===== config.mk =====
export PLATFORM = sky130hd
export DESIGN_NAME = sin_pwm_dac
export DESIGN_NICKNAME = d
export VERILOG_FILES = /design/src/rtl/sin_pwm_dac.sv
export SDC_FILE = /design/constraint.sdc
export NUM_CORES = 1
export LEC_CHECK = 0
export ABC_AREA = 1
export BUFFER_PORTS_ARGS = -buffer_cell sky130_fd_sc_hd__buf_4
export CAP_MARGIN = 40
export CORE_UTILIZATION = 58
export CTS_CLUSTER_DIAMETER = 30
export DETAILED_ROUTE_END_ITERATION = 8
export HOLD_SLACK_MARGIN = 0.15
export PLACE_DENSITY = 0.78
export SETUP_SLACK_MARGIN = 0.05
export SLEW_MARGIN = 20
export SYNTH_ARGS = -nofsm -noshare
export SYNTH_HDL_FRONTEND = slang
export SYNTH_SLANG_ARGS = --single-unit

===== constraint.sdc =====
create_clock -name clk -period 2.77 [get_ports clk]
set_input_delay 0.4155 -clock clk [delete_from_list [all_inputs] [get_ports clk]]
set_output_delay 0.4155 -clock clk [all_outputs]
set_load 0.05 [all_outputs]

===== src/rtl/sin_pwm_dac.sv =====
// Sine-sample to complementary PWM converter with programmable dead-time.
// Duty is double-buffered at frame boundaries; a stop request drains gates to zero.
module sin_pwm_dac #(
  parameter int WIDTH     = 9,
  parameter int DEAD      = 2,
  parameter bit TWOS_COMP = 1'b1
) (
  input  logic             clk,
  input  logic             resetb,
  input  logic             en,
  input  logic [WIDTH-1:0] sample_in,
  output logic             pwm_p,
  output logic             pwm_n,
  output logic             frame_strobe,
  output logic             busy
);

  typedef enum logic [1:0] {
    IDLE  = 2'd0,
    RUN   = 2'd1,
    DRAIN = 2'd2
  } state_t;

  localparam logic [WIDTH-1:0] CNT_MAX  = '1;
  localparam logic [WIDTH-1:0] MSB_FLIP = TWOS_COMP ? {1'b1, {(WIDTH-1){1'b0}}} : '0;
  localparam logic [3:0]       DEAD_C   = 4'(DEAD);

  state_t           state;
  logic [WIDTH-1:0] cnt;
  logic [WIDTH-1:0] duty_r;
  logic [WIDTH-1:0] duty_in;
  logic [3:0]       dt_cnt;
  logic [3:0]       dt_next;
  logic [3:0]       drain_cnt;
  logic             raw;
  logic             raw_q;
  logic             hist_vld;
  logic             gate_ok;

  // Two's complement to offset binary is just an MSB flip.
  assign duty_in = sample_in ^ MSB_FLIP;
  assign raw     = (cnt < duty_r);

  // hist_vld=0 marks the first RUN cycle, where earlier history counts as empty.
  always_comb begin
    // NOTE: default assignment first so no path leaves dt_next unassigned (no latch).
    dt_next = '0;
    if (hist_vld && (raw == raw_q)) begin
      dt_next = (dt_cnt == DEAD_C) ? dt_cnt : dt_cnt + 4'd1;
    end
  end

  assign gate_ok = (dt_next == DEAD_C);

  always_ff @(posedge clk or posedge resetb) begin
    if (resetb) begin
      state        <= IDLE;
      cnt          <= '0;
      duty_r       <= '0;
      dt_cnt       <= '0;
      drain_cnt    <= '0;
      raw_q        <= 1'b0;
      hist_vld     <= 1'b0;
      pwm_p        <= 1'b0;
      pwm_n        <= 1'b0;
      frame_strobe <= 1'b0;
      busy         <= 1'b0;
    end else begin
      // NOTE: non-blocking throughout so every register sees pre-edge values.
      frame_strobe <= 1'b0;
      case (state)
        IDLE: begin
          pwm_p <= 1'b0;
          pwm_n <= 1'b0;
          cnt   <= '0;
          if (en) begin
            state        <= RUN;
            busy         <= 1'b1;
            duty_r       <= duty_in;
            frame_strobe <= 1'b1;
            hist_vld     <= 1'b0;
            dt_cnt       <= '0;
          end
        end

        RUN: begin
          raw_q    <= raw;
          hist_vld <= 1'b1;
          dt_cnt   <= dt_next;
          pwm_p    <= raw & gate_ok;
          pwm_n    <= ~raw & gate_ok;
          if (cnt == CNT_MAX) begin
            cnt <= '0;
            if (en) begin
              duty_r       <= duty_in;
              frame_strobe <= 1'b1;
            end else begin
              // Gates drop immediately so DRAIN shows DEAD+1 full low cycles.
              state     <= DRAIN;
              drain_cnt <= '0;
              pwm_p     <= 1'b0;
              pwm_n     <= 1'b0;
            end
          end else begin
            cnt <= cnt + 1'b1;
          end
        end

        DRAIN: begin
          pwm_p <= 1'b0;
          pwm_n <= 1'b0;
          cnt   <= '0;
          if (drain_cnt == DEAD_C) begin
            state <= IDLE;
            busy  <= 1'b0;
          end else begin
            drain_cnt <= drain_cnt + 4'd1;
          end
        end

        default: begin
          state <= IDLE;
          busy  <= 1'b0;
          pwm_p <= 1'b0;
          pwm_n <= 1'b0;
        end
      endcase
    end
  end

endmodule


# After elaboration in Yosys (flattened, before gate mapping)
# Cells that the tools add are included.
[word_totals]
memories = 0
rom_bits = 0
out_inout_bits = 4
register_bits = 34
latchBits = 0
ramBits = 0
[op_classes]
n_mux = 32
magnitude_cmp = 1
div = 0
n_mul = 0
add_sub_neg = 3
reduce_logical = 11
n_bitwise = 5
n_shift = 0
eq_ne = 12
[ops]
columns = ["cell", "n"]
rows = [
  ["9-bit one-hot mux with 2 select lines", 2],
  ["9-bit 2-to-1 mux", 3],
  ["4-bit 2-to-1 mux", 6],
  ["4-bit one-hot mux with 2 select lines", 2],
  ["4-bit by 2-bit equality test with 1-bit output, second input constant", 3],
  ["1-bit 2-to-1 mux", 11],
  ["2-bit inequality test, second input constant", 5],
  ["9-bit by 1-bit adder with 9-bit output, second input constant", 1],
  ["9-bit equality test, second input constant", 1],
  ["9-bit < comparator", 1],
  ["4-bit by 1-bit adder with 4-bit output, second input constant", 2],
  ["2-bit 2-to-1 mux", 4],
  ["4-bit AND reduction", 2],
  ["2-bit one-hot mux with 3 select lines", 1],
  ["2-bit nonzero test", 3],
  ["1-bit one-hot mux with 2 select lines", 2],
  ["2-bit AND reduction", 2],
  ["1-bit NOT", 3],
  ["1-bit one-hot mux with 3 select lines", 1],
  ["3-bit AND reduction", 1],
  ["1-bit bitwise AND", 2],
  ["2-bit by 1-bit equality test with 1-bit output, second input constant", 1],
  ["2-bit equality test, second input constant", 1],
  ["2-bit zero test", 1],
  ["3 further kinds", 3],
]

# Logic depth before layout (Yosys ltp)
# Gate-level depths: netlist of run 1.
[depth]
depth_word = 9
mapped_depth = 13
ltp_nobuf = 13

# Worst setup path after synthesis of run 1
# Ideal clock, no wire load.
[synth_path]
path_kind = "register to register"
from = "register cnt[1]"
to = "register drain_cnt[1]"
path_stages_with_launch = 12
setup_ps = 125
t_required_ps = 2645
slack_ps = 724
arrival_time_ps = 1921
path_cell_list = "dfrtp_1 ha_1 nand3_1 nor2_1 nand2_1 nor3_1 ha_1 inv_2 nor2_1 nand2_1 nand2_4 mux2_2"
[synth_via]
elab_chain_len = 3
[synth_lines]
columns = ["element", "line", "rtl"]
rows = [
  ["start, declared", "29", "logic [WIDTH-1:0] cnt;"],
  ["start signal, assigned", "105", "cnt <= cnt + 1'b1;"],
  ["9-bit equality test", "92", "if (cnt == CNT_MAX) begin"],
  ["2-bit inequality test (no line)", "n/a", ""],
  ["4-bit AND reduction (no line)", "n/a", ""],
  ["end signal, assigned", "117", "drain_cnt <= drain_cnt + 4'd1;"],
  ["end, declared", "34", "logic [3:0] drain_cnt;"],
]
# No other way between the ends.
# A chain may end at the register's enable or synchronous reset.

# Final worst setup path of run 1
# Same ends and word-level chain as after synthesis.

==> flow_metrics.tcl, run 1 <==
set metrics [dict create \
    final_cell_area_um2 2070 \
    endpoint_kind "flop" \
    ys_types 28 \
    grt_pass1_wl_um 5710 \
    grt_overflow_total 0 \
    syn-num-nets 244 \
    setup_tns_ns 0 \
    antenna_found_initial 0 \
    cts_tree "yes" \
    rsz0062_at_grt "false" \
    final_cell_mix "nand2_1 (50), dfrtp_1 (34), inv_1 (31), o21ai_0 (16), buf_4 (16)" \
    die_w_um 59.1 \
    cts_sinks 34 \
    leakage_uw 0.00110 \
    die_y_um 59.1 \
    cts_resized 0 \
    fp-row-count 20 \
    grt_usage 0.225 \
    yosysSeqAreaShare 0.450 \
    die-area_um2 3490 \
    finalCritPeriodShare 0.828 \
    num_io_pins 16 \
    h-tree-depth 2 \
    cts-hold-fix-buffers 0 \
    placed_area_um2 2020 \
    fill_cells 271 \
    worstPathRequired_ns 3.00 \
    peakVddDrop_mv 0.459 \
    p_per_area_nw_per_um2 760 \
    yosysWarningCount 0 \
    finalCriticalPeriod_ns 2.29 \
    post_cts_buffers 0 \
    drt-wirelength-per-cell_um 12.1 \
    cts_made_buffers 5 \
    clk_pin_slew_worst_paths_ns 0.11 \
    vias_per_cell 5.19 \
    clk-insertion-delay-late_ns 0.34 \
    vias 1458 \
    port_buffers 15 \
    setup_violations 0 \
    hold_violations 0 \
    drive_above_1_share 0.173 \
    crit_path_start_kind "flop" \
    tightest_slew_ns 0.473 \
    syn-cell-area_um2 1890 \
    critPathKind "reg2reg" \
    drt_pre_antenna_iters 5 \
    max-slew-margin-rel 0.685 \
    core_area_um2 3080 \
    max_clock_freq_ghz 0.436 \
    initial_core_util 0.614 \
    cp.arrival_ns 2.52 \
    root_buffer "clkbuf_4" \
    status "finished clean" \
    maxSlewViolCount 0 \
    drc_errors 0 \
    gp_congestion 0.826 \
    r2r_setup_slack_ns 0.48 \
    wl_um 3400 \
    cap_violations 0 \
    fin_cells 281 \
    reg2reg_from "cnt[1]$_DFFE_PP0P_" \
    dp.cells 274 \
    drtIter0Drc 97 \
    grt_max_degree 35 \
    fin_skew_ns 0.0102 \
    ant_nets 0 \
    area_delta_synth_final_pct 9.40 \
    synthCells 218 \
    reg2reg_to "drain_cnt[1]$_DFFE_PP0P_" \
    fin_nets 263 \
    final_common_cell "nand2_1" \
    r2r_cells 11 \
    antennaDiodeCount 0 \
    hp-class "in2async" \
    syn_avg_cell_area_um2 8.67 \
    grt_pass1_vias 1317 \
    hpwl_um 2490 \
    ys_seq_elements 34 \
    cts.path.max_buffers 2 \
    worstPathMaxFanout 5 \
]
==> state kept, by name (all words and copies together), names as in the netlist <==
name and count:
busy 1, cnt 9, drain_cnt 4, dt_cnt 4
duty_r 9, frame_strobe 1, hist_vld 1, pwm_n 1
pwm_p 1, raw_q 1, state 2
==> synth_stat cells (all sizes together) <==
cell type,n,area share
a21oi,9,0.030
mux2,1,0.0060
nor3,3,0.011
a32o,1,0.0053
dfrtp,34,0.45
nor2,15,0.042
o21ai,19,0.050
o22ai,3,0.0099
nand4,8,0.030
nand3,9,0.026
buf,4,0.024
inv,36,0.074
o21bai,1,0.0040
xnor2,3,0.014
xor2,2,0.0093
nand2,56,0.12
ha,14,0.093
==> worst max-delay path, cell delays in order, from the launching register on <==
cell	delay (ns)
dfrtp_1	0.43
ha_1	0.21
nand3_1	0.10
nor2_1	0.18
nand2_1	0.10
nor3_1	0.16
ha_1	0.20
inv_2	0.07
nor2_1	0.17
nand2_1	0.14
nand2_4	0.12
mux2_2	0.33
==> how the worst max path moves through the flow <==
stage / depth (start not counted) / end / slack (ns) / startpoint
after global routing: 13 / drain_cnt[3]$_DFFE_PP0P_ / 0.22 / cnt[1]$_DFFE_PP0P_
after detailed placement: 11 / drain_cnt[1]$_DFFE_PP0P_ / 0.50 / cnt[1]$_DFFE_PP0P_
after global placement: 11 / drain_cnt[1]$_DFFE_PP0P_ / 0.62 / cnt[1]$_DFFE_PP0P_
final: 11 / drain_cnt[1]$_DFFE_PP0P_ / 0.48 / cnt[1]$_DFFE_PP0P_
after CTS: 11 / drain_cnt[1]$_DFFE_PP0P_ / 0.48 / cnt[1]$_DFFE_PP0P_
after floorplan: 11 / drain_cnt[1]$_DFFE_PP0P_ / 0.72 / cnt[1]$_DFFE_PP0P_
==> power by group <==
part	switching, uW	internal, uW
registers	101	605
clock network	171	91.2
logic	358	246
total	630	942
==> per-layer routing <==
metal | wire [um] | GRT usage | vias up
met5 | 0 | 0 | -
met3 | 123 | 0.0611 | 5
met1 | 1640 | 0.292 | 682
met2 | 1580 | 0.360 | 26
met4 | 56 | 0.0850 | 0
li1 | - | - | 745
==> through the flow <==
stage | hold slack (ns) | power, uW | util | setup WS, ns
finish | 0.152 | 1570 | 0.672 | 0.477
global route | 0.171 | 1710 | 0.672 | 0.216
CTS | 0.154 | 1580 | 0.672 | 0.483
detailed placement | 0.499 | 1310 | 0.657 | 0.501
global placement | 0.481 | 1290 | 0.657 | 0.624
floorplan | 0.442 | 1170 | - | 0.724
==> cells by family after synthesis <==
group	count (synthesis)	synth area share
xor gates and xnor gates	5	0.0232
muxes	1	0.00596
buffers and inverters	40	0.0979
AOI/OAI and AO/OA	33	0.0993
and+or+nand+nor	91	0.231
adders and majority gates	14	0.0927
DFF	34	0.450
==> layout make-up <==
type | instances | area (um^2) | share of cell area
Multi-Input combinational cell | 144 | 855 | 0.413
Sequential cell | 34 | 851 | 0.411
Inverter | 36 | 140 | 0.0678
Timing Repair Buffer | 16 | 120 | 0.0581
Tap cell | 44 | 55.1 | 0.0266
Clock buffer | 5 | 37.5 | 0.0181
Clock inverter | 2 | 10.0 | 0.00484
No activity file was read; power rests on OpenSTA's default activity.
==> run 2, diff against run 1 <==
Clock period 2.77 ns to 2.3 ns, I/O delays scaled along.
==> flow_metrics.tcl, run 2 (synthesis results as in run 1) <==
set metrics [dict create \
    status "finished clean" \
    h-tree-depth 2 \
    cts_sinks 34 \
    grt_usage 0.225 \
    crit_path_start_kind "flop" \
    final_common_cell "nand2_1" \
    p_int_uw 1170 \
    drive_above_1_share 0.217 \
    initial_core_util 0.614 \
    p_per_area_nw_per_um2 906 \
    antenna_found_initial 0 \
    fin_skew_ns 0.00821 \
    vias_per_cell 5.24 \
    crit_start "cnt[0]$_DFFE_PP0P_" \
    final_cell_mix "nand2_1 (50), dfrtp_1 (34), inv_1 (31), buf_4 (22), o21ai_0 (15)" \
    holdCritStartpoint "sample_in[8]" \
    tightest_slew_ns 0.476 \
    core_area_um2 3080 \
    cp_slowest_cell "dfrtp_1" \
    die_w_um 59.1 \
    max-slew-margin-rel 0.683 \
    met1_usage 0.287 \
    die_y_um 59.1 \
    worstPathRequired_ns 2.53 \
    cap_violations 0 \
    gp_congestion 0.839 \
    worstPathMaxFanout 5 \
    grt-busiest-layer "met2" \
    top_regs "cnt x9, duty_r x9" \
    combinationalPowerShare 0.407 \
    wl_um 3480 \
    finalPower_uw 1950 \
    critPathKind "reg2reg" \
    max_clock_freq_ghz 0.470 \
    setup_violations 0 \
    maxSlewViolCount 0 \
    hold_violations 0 \
    drt-wirelength-per-cell_um 12.1 \
    cts_tree "yes" \
    finalCritPeriodShare 0.926 \
    power.net_switching_uw 776 \
    hp-class "in2reg" \
    p_clk_frac 0.158 \
    clk_pin_slew_worst_paths_ns 0.10 \
    grt_pass1_vias 1354 \
    use_met3 0.0590 \
    peakVddDrop_mv 0.660 \
    grt_overflow_total 0 \
    drt_pre_antenna_iters 6 \
    drtIter0Drc 76 \
    drc_errors 0 \
    final_core_util 0.698 \
    setup_tns_ns 0 \
    cts_made_buffers 5 \
    vias 1510 \
    ant_nets 0 \
    worst_path_largest_cell_delay_ns 0.38 \
    endpoint_kind "flop" \
    num_io_pins 16 \
    cts.path.max_buffers 2 \
    area_delta_synth_final_pct 13.6 \
    use_met2 0.364 \
    grt_pass1_wl_um 5740 \
    p_seq_frac 0.436 \
    root_buffer "clkbuf_4" \
    grt_max_degree 35 \
    finalCriticalPeriod_ns 2.13 \
    fill_cells 248 \
    fin_nets 270 \
    leakage_uw 0.00113 \
    cp.arrival_ns 2.36 \
    fp-row-count 20 \
    die-area_um2 3490 \
    port_buffers 15 \
    reg2reg_from "cnt[0]$_DFFE_PP0P_" \
    antennaDiodeCount 0 \
    rsz0062_at_grt "false" \
    clk-insertion-delay-late_ns 0.34 \
    hpwl_um 2500 \
    swShare 0.399 \
    path_cells "ha_2, nand3_2, nor2_4, nand2_1, nor3_2, ha_2, inv_2, nor2_2, nand2_1, nand2_4, mux2_2" \
]
-- run 2: changes by cell type in the layout (fill, tap and decap cells not counted) --
| cell | delta |
|---|---|
| buf_4 | +6 |
| ha_1 | -2 |
| ha_2 | +2 |
| nor2_1 | -2 |
| dlygate4sd3_1 | +1 |
| nand3_1 | -1 |
| nand3_2 | +1 |
| nor2_2 | +1 |
| nor2_4 | +1 |
| nor3_1 | -1 |
| nor3_2 | +1 |
| o21ai_0 | -1 |
| o21ai_1 | +1 |
-- run 2: path summary, 6_finish.rpt --
kind | end | slack [ns] | cells after the start
max in group asynchronous | cnt[4]$_DFFE_PP0P_ | 1.35 | 4
min in group asynchronous | dt_cnt[3]$_DFFE_PP0P_ | 0.64 | 4
setup reg to reg | drain_cnt[1]$_DFFE_PP0P_ | 0.17 | 11
setup / recovery | drain_cnt[1]$_DFFE_PP0P_ | 0.17 | 11
hold / removal | duty_r[8]$_DFFE_PP0P_ | 0.17 | 2
hold reg to reg | duty_r[0]$_DFFE_PP0P_ | 0.51 | 2
-- run 2: worst max-delay path: cells and delay by family (launching register included) --
family,cells,cell delay [ns]
and+or+nand+nor,7,0.84
adders and majority gates,2,0.42
DFF,1,0.38
muxes,1,0.33
buffers and inverters,1,0.07
-- run 2: stage by stage --
stage	cells	worst slack [ns]	area (um^2)	hold WS, ns
2_1_floorplan	218	0.254	1890	0.437
3_3_place_gp	276	0.184	2040	0.469
3_5_place_dp	276	-0.0312	2040	0.474
4_1_cts	285	0.0517	2100	0.164
5_1_grt	288	0.0568	2150	0.167
6_report	288	0.171	2150	0.170
-- run 2: repair_timing --
item,in CTS,in global routing
endpoints found under the setup margin,3,3
setup buffers,1,3
pin swaps,0,1
hold buffers,1,0
resized for setup,1,7
hold endpoints to repair,34,0
-- run 2: final cells by class --
cell class | count | area, um^2 | area share
tap | 44 | 55.1 | 0.0256
timing repair buffer | 23 | 175 | 0.0815
clock inverter | 2 | 10.0 | 0.00466
sequential | 34 | 851 | 0.396
inverter | 36 | 140 | 0.0652
clock buffer | 5 | 37.5 | 0.0175
multi-input combinational | 144 | 880 | 0.409
-- run 2: power groups by stage --
stage | Clock, uW | Sequential (uW) | Combinational, uW
2_1_floorplan | 0 | 860 | 548
3_3_place_gp | 0 | 855 | 696
3_5_place_dp | 0 | 860 | 721
4_1_cts | 319 | 839 | 752
5_1_grt | 339 | 864 | 913
6_report | 307 | 848 | 791
-- run 2: metal layers --
layer | up-vias | part of all wire
met4 | 0 | 0.012
met3 | 7 | 0.038
li1 | 750 | -
met1 | 722 | 0.47
met2 | 31 | 0.49
met5 | - | 0
